$ cat config.mk
export PLATFORM = sky130hd
export DESIGN_NAME = lo_seq_ctrl_flat
export DESIGN_NICKNAME = d
export VERILOG_FILES = /design/src/rtl/lo_seq_ctrl_if.sv /design/src/rtl/lo_seq_ctrl.sv /design/src/flat_wrapper.sv
export SDC_FILE = /design/constraint.sdc
export NUM_CORES = 1
export LEC_CHECK = 0
export ABC_AREA = 1
export ABC_CLOCK_PERIOD_IN_PS = 2210
export CAP_MARGIN = 0
export CORE_ASPECT_RATIO = 0.8
export CORE_MARGIN = 10
export CORE_UTILIZATION = 52
export DETAILED_ROUTE_END_ITERATION = 8
export GPL_TIMING_DRIVEN = 0
export HOLD_SLACK_MARGIN = 0.15
export PLACE_DENSITY = 0.78
export SYNTH_ARGS = -nofsm -noshare
export SYNTH_HDL_FRONTEND = slang
export SYNTH_SLANG_ARGS = --single-unit
$ cat constraint.sdc
create_clock -name clk -period 2.21 [get_ports clk]
set_clock_uncertainty 0.15 [all_clocks]
set_input_delay 0.442 -clock clk [delete_from_list [all_inputs] [get_ports clk]]
set_output_delay 0.442 -clock clk [all_outputs]
set_load 0.01 [all_outputs]
$ cat src/rtl/lo_seq_ctrl_if.sv
// Configuration handshake for the LO sequencing controller.
// The master offers a tuning word and burst length; the slave accepts on valid & ready.
`timescale 1ns/1ps
interface lo_seq_ctrl_if #(
  parameter int ACC_W = 8,
  parameter int LEN_W = 8
);
  logic             cfg_valid;
  logic             cfg_ready;
  logic [ACC_W-1:0] cfg_ftw;
  logic [LEN_W-1:0] cfg_len;

  modport master (output cfg_valid, cfg_ftw, cfg_len, input cfg_ready);
  modport slave  (input cfg_valid, cfg_ftw, cfg_len, output cfg_ready);
endinterface

$ cat src/rtl/lo_seq_ctrl.sv
// Sequencing controller for the 16-entry sine LO: phase accumulator, burst control,
// and retune deferral so a new tuning word only takes effect at a phase wrap.
`timescale 1ns/1ps
module lo_seq_ctrl #(
  parameter int ACC_W = 8,
  parameter int LEN_W = 8
) (
  input  logic         clk,
  input  logic         rst_n,
  lo_seq_ctrl_if.slave cfg,
  input  logic         start,
  input  logic         stop,
  output logic         busy,
  output logic         lo_valid,
  output logic [7:0]   lo_out,
  output logic [3:0]   lo_addr,
  output logic         done
);

  typedef enum logic {IDLE, RUN} state_t;

  localparam logic [ACC_W-1:0] FTW_RST = ACC_W'(1) << (ACC_W - 4);

  state_t           state, state_nx;
  logic [ACC_W-1:0] acc, ftw, pend_ftw;
  logic [LEN_W-1:0] len, blen, cnt, pend_len;
  logic             pending;
  logic             go, step, fin;
  logic             accept, wrap;
  logic [ACC_W:0]   sum;
  logic [3:0]       addr;

  function automatic logic [7:0] sin_lut(input logic [3:0] a);
    case (a)
      4'd0:  sin_lut = 8'd100;
      4'd1:  sin_lut = 8'd138;
      4'd2:  sin_lut = 8'd171;
      4'd3:  sin_lut = 8'd192;
      4'd4:  sin_lut = 8'd200;
      4'd5:  sin_lut = 8'd192;
      4'd6:  sin_lut = 8'd171;
      4'd7:  sin_lut = 8'd138;
      4'd8:  sin_lut = 8'd100;
      4'd9:  sin_lut = 8'd62;
      4'd10: sin_lut = 8'd29;
      4'd11: sin_lut = 8'd8;
      4'd12: sin_lut = 8'd0;
      4'd13: sin_lut = 8'd8;
      4'd14: sin_lut = 8'd29;
      default: sin_lut = 8'd62;
    endcase
  endfunction

  assign cfg.cfg_ready = !pending;
  assign accept        = cfg.cfg_valid && !pending;
  assign sum           = {1'b0, acc} + {1'b0, ftw};
  assign wrap          = step && sum[ACC_W];
  assign addr          = acc[ACC_W-1 -: 4];

  always_ff @(posedge clk or negedge rst_n) begin
    if (!rst_n) state <= IDLE;
    else        state <= state_nx;
  end

  always_comb begin
    state_nx = state;
    go       = 1'b0;
    step     = 1'b0;
    fin      = 1'b0;
    case (state)
      IDLE: begin
        if (start && !stop) begin
          state_nx = RUN;
          go       = 1'b1;
        end
      end
      RUN: begin
        if (stop) begin
          state_nx = IDLE;
        end else begin
          step = 1'b1;
          if (blen != '0 && cnt == blen - 1'b1) begin
            fin      = 1'b1;
            state_nx = IDLE;
          end
        end
      end
      default: state_nx = IDLE;
    endcase
  end

  // Sample generation and burst bookkeeping
  always_ff @(posedge clk or negedge rst_n) begin
    if (!rst_n) begin
      acc      <= '0;
      cnt      <= '0;
      blen     <= '0;
      busy     <= 1'b0;
      lo_valid <= 1'b0;
      lo_out   <= 8'd100;
      lo_addr  <= 4'd0;
      done     <= 1'b0;
    end else begin
      done     <= fin;
      lo_valid <= step;
      busy     <= (state_nx == RUN);
      if (go) begin
        acc  <= '0;
        cnt  <= '0;
        blen <= accept ? cfg.cfg_len : len;
      end else if (step) begin
        acc <= sum[ACC_W-1:0];
        cnt <= cnt + 1'b1;
      end
      if (step) begin
        lo_out  <= sin_lut(addr);
        lo_addr <= addr;
      end
    end
  end

  // Config loads immediately outside a burst; mid-burst it waits for a phase wrap
  always_ff @(posedge clk or negedge rst_n) begin
    if (!rst_n) begin
      ftw      <= FTW_RST;
      len      <= '0;
      pend_ftw <= '0;
      pend_len <= '0;
      pending  <= 1'b0;
    end else if (state == IDLE || state_nx == IDLE) begin
      if (accept) begin
        ftw <= cfg.cfg_ftw;
        len <= cfg.cfg_len;
      end else if (pending) begin
        ftw <= pend_ftw;
        len <= pend_len;
      end
      pending <= 1'b0;
    end else if (wrap && pending) begin
      ftw     <= pend_ftw;
      len     <= pend_len;
      pending <= 1'b0;
    end else if (accept) begin
      pend_ftw <= cfg.cfg_ftw;
      pend_len <= cfg.cfg_len;
      pending  <= 1'b1;
    end
  end

endmodule

$ cat src/flat_wrapper.sv
// flat-port wrapper written by rule: the top's interface ports become plain ports
module lo_seq_ctrl_flat 
#(
  parameter int ACC_W = 8,
  parameter int LEN_W = 8
)
  (clk, rst_n, start, stop, busy, lo_valid, lo_out, lo_addr, done, cfg_cfg_valid, cfg_cfg_ftw, cfg_cfg_len, cfg_cfg_ready);
  lo_seq_ctrl_if #(.ACC_W(ACC_W), .LEN_W(LEN_W)) cfg_i ();
  input  logic clk;
  input  logic rst_n;
  input  logic start;
  input  logic stop;
  output logic busy;
  output logic lo_valid;
  output logic [7:0] lo_out;
  output logic [3:0] lo_addr;
  output logic done;
  input wire logic [$bits(cfg_i.cfg_valid)-1:0] cfg_cfg_valid;
  input wire logic [$bits(cfg_i.cfg_ftw)-1:0] cfg_cfg_ftw;
  input wire logic [$bits(cfg_i.cfg_len)-1:0] cfg_cfg_len;
  output wire logic [$bits(cfg_i.cfg_ready)-1:0] cfg_cfg_ready;
  assign cfg_i.cfg_valid = cfg_cfg_valid;
  assign cfg_i.cfg_ftw = cfg_cfg_ftw;
  assign cfg_i.cfg_len = cfg_cfg_len;
  assign cfg_cfg_ready = cfg_i.cfg_ready;
  lo_seq_ctrl #(.ACC_W(ACC_W), .LEN_W(LEN_W)) u_core (.clk(clk), .rst_n(rst_n), .cfg(cfg_i), .start(start), .stop(stop), .busy(busy), .lo_valid(lo_valid), .lo_out(lo_out), .lo_addr(lo_addr), .done(done));
endmodule
* After elaboration in Yosys (flattened, before gate mapping)
Memory sizes are Yosys's and may differ from the RTL's. A register that Yosys moved wholly into a read port is not among the register bits. Index checks and enable logic that the tools add are counted.
Operators by class: reductions and logical operators 15, add/sub/neg operators 3, equal/unequal tests 2, muxes and demuxes 26, bitwise gates (word level) 4
Operators by type and width (count):
- $mux W8 | 13
- $mux W1 | 12
- $add A8 B8 Y9 | 1
- $add A8 B1 Y8 const B | 1
- $eq A8 B8 Y1 | 1
- $reduce_bool A8 Y1 | 1
- $sub A8 B1 Y8 const B | 1
- $logic_and A1 B1 Y1 | 5
- $not A1 Y1 | 4
- $reduce_bool A2 Y1 | 2
- $logic_not A1 Y1 | 3
- $ne A3 B1 Y1 const B | 1
- $reduce_and A3 Y1 | 1
- $reduce_bool A3 Y1 | 1
- $pmux W1 S2 | 1
- $reduce_and A2 Y1 | 1
- $logic_or A1 B1 Y1 | 1
Storage, ports and cells: word-level logic and storage cells 63, memories 1, ROM bits 128, flip-flop bits (word level) 64
Memories:
- (name not given) | words 16, width 8, read ports 1, clocked after Yosys merged registers in 1, write ports 0, RTL line lo_seq_ctrl.sv:34 | case (a)

* Depth between registers and ports, before layout
Gate-level depths: netlist of run 1.
word-level depth 10, mapped depth 17, depth with buffers taken out 15

* Least setup slack after synthesis of run 1
OpenSTA, ideal clock, no wires.
path type register -> register, start point register u_core.ftw[0], end point register u_core.ftw[6], buffers on the path 1, setup slack 141 ps, required time 1944 ps, stages on the path, launching flop included 15, arrival 1803 ps, clock period less this slack 2069 ps, cell sequence dfrtp_1 ha_1 inv_1 fa_1 inv_1 nand4_1 nand3_1 nand2_1 nand2_1 nand2_1 nand3_2 nand2_2 buf_2 nand2_1 nand2_1
On the way: word-level cells in the longest chain between the ends 5
RTL lines:
- start: declaration | RTL line lo_seq_ctrl.sv:25 | logic [ACC_W-1:0] acc, ftw, pend_ftw;
- start signal: assignment | RTL line lo_seq_ctrl.sv:132 | ftw <= cfg.cfg_ftw;
- start signal: assignment | RTL line lo_seq_ctrl.sv:135 | ftw <= pend_ftw;
- start signal: assignment | RTL line lo_seq_ctrl.sv:140 | ftw <= pend_ftw;
- $add A8 B8 Y9 | RTL line lo_seq_ctrl.sv:56 | assign sum = {1'b0, acc} + {1'b0, ftw};
- $logic_and A1 B1 Y1 | RTL line lo_seq_ctrl.sv:57 | assign wrap = step && sum[ACC_W];
- $logic_and A1 B1 Y1 | RTL line lo_seq_ctrl.sv:139 | end else if (wrap && pending) begin
- $reduce_bool A2 Y1 (no source line)
- $reduce_and A2 Y1 (no source line)
Every way passes these cells. A chain may end at the register's enable or synchronous reset.

* Worst setup path after layout of run 1
start point register u_core.ftw[4], end point register u_core.ftw[7]
Same word-level chain as after synthesis.

==> metrics.txt, run 1 <==
detailed route wirelength on metal2=between 5000 and 6000 µm; uppermost routed layer=met4; status=complete, but fails checks; CTS sink count=72; RSZ-0062 raised after global routing=true; Setup CP Type=flop to flop; routed wire length=between 10000 and 15000 µm; Hold Worst Slack=around 330 ps; Remaining Overflow, GRT=0; number of slew-limit violations in the final report=0; layout cell share with drive strength beyond 1=a little under a fifth; most frequent CP cell=nand2_1; launch point of the worst reg-to-reg path=u_core.ftw[4]$_DFFE_PN1P_; sequential cell area in the final layout=~1800 µm²; worst-case headroom to the max-slew limit=61.9%; CP endpoint=u_core.ftw[7]$_DFFE_PN0P_; # placed instances=slightly above 700; CP endpoint kind=flop; TritonCTS clock tree=yes; clock insertion delay at the later pin of the skew report=between 300 and 400 ps; reg2reg setup slack=-140 ps; total CTS buffers=9; # nets final=676; fraction of the yosys area taken by sequential cells=43.4%; cells after synthesis=563; core area=a little under 8000 µm²; worst hold path class=flop to flop; total setup violations reported at the end of the flow=22; overall die area=12000 µm²; Setup crit start kind=flop; time the final worst path needs with I/O delays and setup=approximately 2300 ps; final-report hold violation count=0; overall global routing resource usage=around 17%; number of filler cells placed in the layout=roughly 610; Worst Path Required=around 2300 ps; met3 wire len=between 900 and 1000 µm; y dimension of the die=around 100 µm; prevailing post-synth register cell=dfrtp_1; Routability Congestion=between 0.8 and 0.9; number of synthesized flops with an enable pin=0; leakage component of the power=between 2 and 3 nW; syn nets=between 600 and 700; DR DRC count=0; I/O pins=37; Area Overhead vs Synth=31.3%; Critical R2R Capture=u_core.ftw[7]$_DFFE_PN0P_; maximum number of pins on one net before global-route repair=between 70 and 80; Yosys warning total=0; number of violations reported at the end of detailed-routing iteration 0=around 320; drt first pass iters=5; number of library cell types mapped by synthesis=38; path depth of the worst reg2reg path=14; post-synth design cell area=between 4000 and 5000 µm²; beginning of the critical path=u_core.ftw[4]$_DFFE_PN1P_; horizontal die dimension=roughly 120 µm; post-detailed-route wirelength per cell=15.4 µm; clock-pin slew on the worst setup and hold paths=80 ps; buffer levels on the longest clock path=2; buffers added on ports=36; largest stage delay on the critical path=about 570 ps; most common cell after layout, fill and taps aside=nand2_1; first-pass GRT wire length=between 15000 and 20000 µm; post-route cell area=5470 µm²; Max Cap Violations=0; count of antenna-violating nets left after detailed routing=0; worst slack at placement=-381 ps; maximum VDD drop=between 0.4 and 0.5 mV; maximum level of the CTS H-tree=3; Starting Density=52.9%; Peak Freq=426 MHz; power per standard cell area=just over 1000 nW/µm²; half-perimeter wire length after placement=about 7000 µm; flip-flop and latch count after synthesis=72; via count=~4100; highest fanout seen on the critical path=7; crit path cell chain=ha_4 > nand2_1 > inv_1 > nand2_1 > nand3_2 > nand2_2 > nand2_2 > nand2_4 > nand3_4 > nand2_8 > clkinv_8 > buf_8 > nand2_1 > nand2_1; Async S/R FF share, synth=100%; Slowest cell on crit path=dfstp_2; post-layout worst setup margin=-136 ps; area of the multi-input gates=roughly 2200 µm²; highest-count cells in the layout ignoring fill and taps=nand2_1 (203), dfrtp_1 (66), inv_1 (57), clkdlybuf4s50_1 (35), o21ai_0 (33); wire length on met1=about 4800 µm; setup_tns=-1460 ps; transition at the pin with the smallest max-transition slack=571 ps; arrival time worst endpoint=~2400 ps; clock root buffer=clkbuf_8; Std-Cell Rows=29; Antenna Cells=0; final instance count without filler cells=749; antenna violations before repair=0; synthesized area per cell=approximately 7.4 µm²; violated checks=negative setup slack; vias in the first global route=approximately 3600; area of placed instances=between 4000 and 5000 µm²; Final Cycle Share=106%; vias per cell=5.47
flip-flops by register name, summed over array words and instances, names as in the netlist:
signal and cells:
u_core.pending 1, u_core.lo_valid 1, u_core.blen 8, u_core.lo_out 8, u_core.pend_len 8, u_core.len 8
u_core.cnt 8, u_core.ftw 8, u_core.acc 8, u_core.pend_ftw 8, u_core.done 1, u_core.state 1
u_core.lo_addr 4
cells by family after synthesis:
logic type | count (synthesis) | share of synthesized area (%)
flip-flops | 72 | 43.4
XOR/XNOR | 7 | 1.47
AND/OR/NAND/NOR | 306 | 30.6
AO/OA/AOI/OAI | 76 | 10.2
adder cells (fa/ha/maj) | 19 | 5.89
buffers and inverters | 83 | 8.44
layout make-up:
| class | instances | share of cell area, % |
|---|---|---|
| multi-input combinational | 408 | 40.4 |
| sequential | 72 | 33.1 |
| timing repair buffer | 62 | 12.2 |
| inverter | 65 | 4.69 |
| buffer | 18 | 2.74 |
| tap | 108 | 2.47 |
| clock buffer | 9 | 2.26 |
| clock inverter | 7 | 2.20 |
Yosys cell counts (2+ instances only):
library cell,count,area share (%)
buf_6,2,0.54
nand3_2,3,0.72
buf_4,3,0.54
dfstp_2,4,2.5
nor2_1,27,2.4
nand4_1,2,0.30
o21ai_0,33,4.0
o22ai_1,4,0.60
xor2_1,3,0.63
o31ai_1,2,0.36
a22o_1,2,0.42
nand3_1,27,3.2
nand2_1,231,21
nor3_1,4,0.48
nand2_2,3,0.45
dfrtp_1,68,41
o211ai_1,2,0.36
inv_2,5,0.45
xnor2_1,4,0.84
ha_1,18,5.4
nor2_2,5,0.75
clkbuf_1,10,0.90
inv_1,60,5.4
o21ai_1,17,2.0
buf_2,2,0.24
o21bai_1,2,0.36
a21oi_1,9,1.1
worst min-delay path by stage:
stage                                   from                            end  slack [ps]  cells past startpoint
3_5_place_dp       u_core.ftw[4]$_DFFE_PN1P_      u_core.ftw[4]$_DFFE_PN1P_         310                      2
2_1_floorplan                          rst_n      u_core.acc[0]$_DFFE_PN0P_          -4                      0
5_1_grt            u_core.len[5]$_DFFE_PN0P_      u_core.len[5]$_DFFE_PN0P_         350                      2
6_report        u_core.lo_out[0]$_DFFE_PN0P_   u_core.lo_out[0]$_DFFE_PN0P_         330                      2
4_1_cts            u_core.ftw[4]$_DFFE_PN1P_      u_core.ftw[4]$_DFFE_PN1P_         330                      2
3_3_place_gp   u_core.lo_addr[3]$_DFFE_PN0P_  u_core.lo_addr[3]$_DFFE_PN0P_         300                      2
through the flow:
stage	utilization (%)	power (mW)
2_1_floorplan	-	3.35
3_3_place_gp	59.2	3.92
3_5_place_dp	59.5	4.01
4_1_cts	63.8	5.33
5_1_grt	69.5	6.05
6_report	69.5	5.68
power by group:
group | switching (mW) | total [mW] | internal [mW]
Sequential | 0.356 | 2.10 | 1.74
Combinational | 1.28 | 2.31 | 1.03
Clock | 0.527 | 1.28 | 0.751
worst max-delay path: cells and delay by family, from the launching register on:
kind,cells,cell delay (ps)
adder cells (fa/ha/maj),1,220
AND/OR/NAND/NOR,10,990
buffers and inverters,3,280
flip-flops,1,570
what timing repair did:
action	4_1_cts	5_1_grt
pin swaps	2	16
hold buffers	1	0
endpoints found under the hold margin	68	0
resized for setup	13	72
buffers inserted	6	14
setup endpoints to repair	21	32
gates cloned	0	4
per-layer routing:
layer	up-vias	GRT usage, %
li1	1932	-
met1	1920	21.3
met2	209	27.5
met3	37	3.81
met4	0	5.83
met5	-	0
No activity file was read; power rests on OpenSTA's default activity.
==> run 2: changes to the inputs <==
--- a/config.mk
+++ b/config.mk
@@ -12,6 +12,7 @@
 export CORE_MARGIN = 10
 export CORE_UTILIZATION = 52
 export DETAILED_ROUTE_END_ITERATION = 8
+export GPL_ROUTABILITY_DRIVEN = 0
 export GPL_TIMING_DRIVEN = 0
 export HOLD_SLACK_MARGIN = 0.15
 export PLACE_DENSITY = 0.78
==> results of run 2 <==
Same layout as run 1: the final DEF is identical, and so are final timing and power.
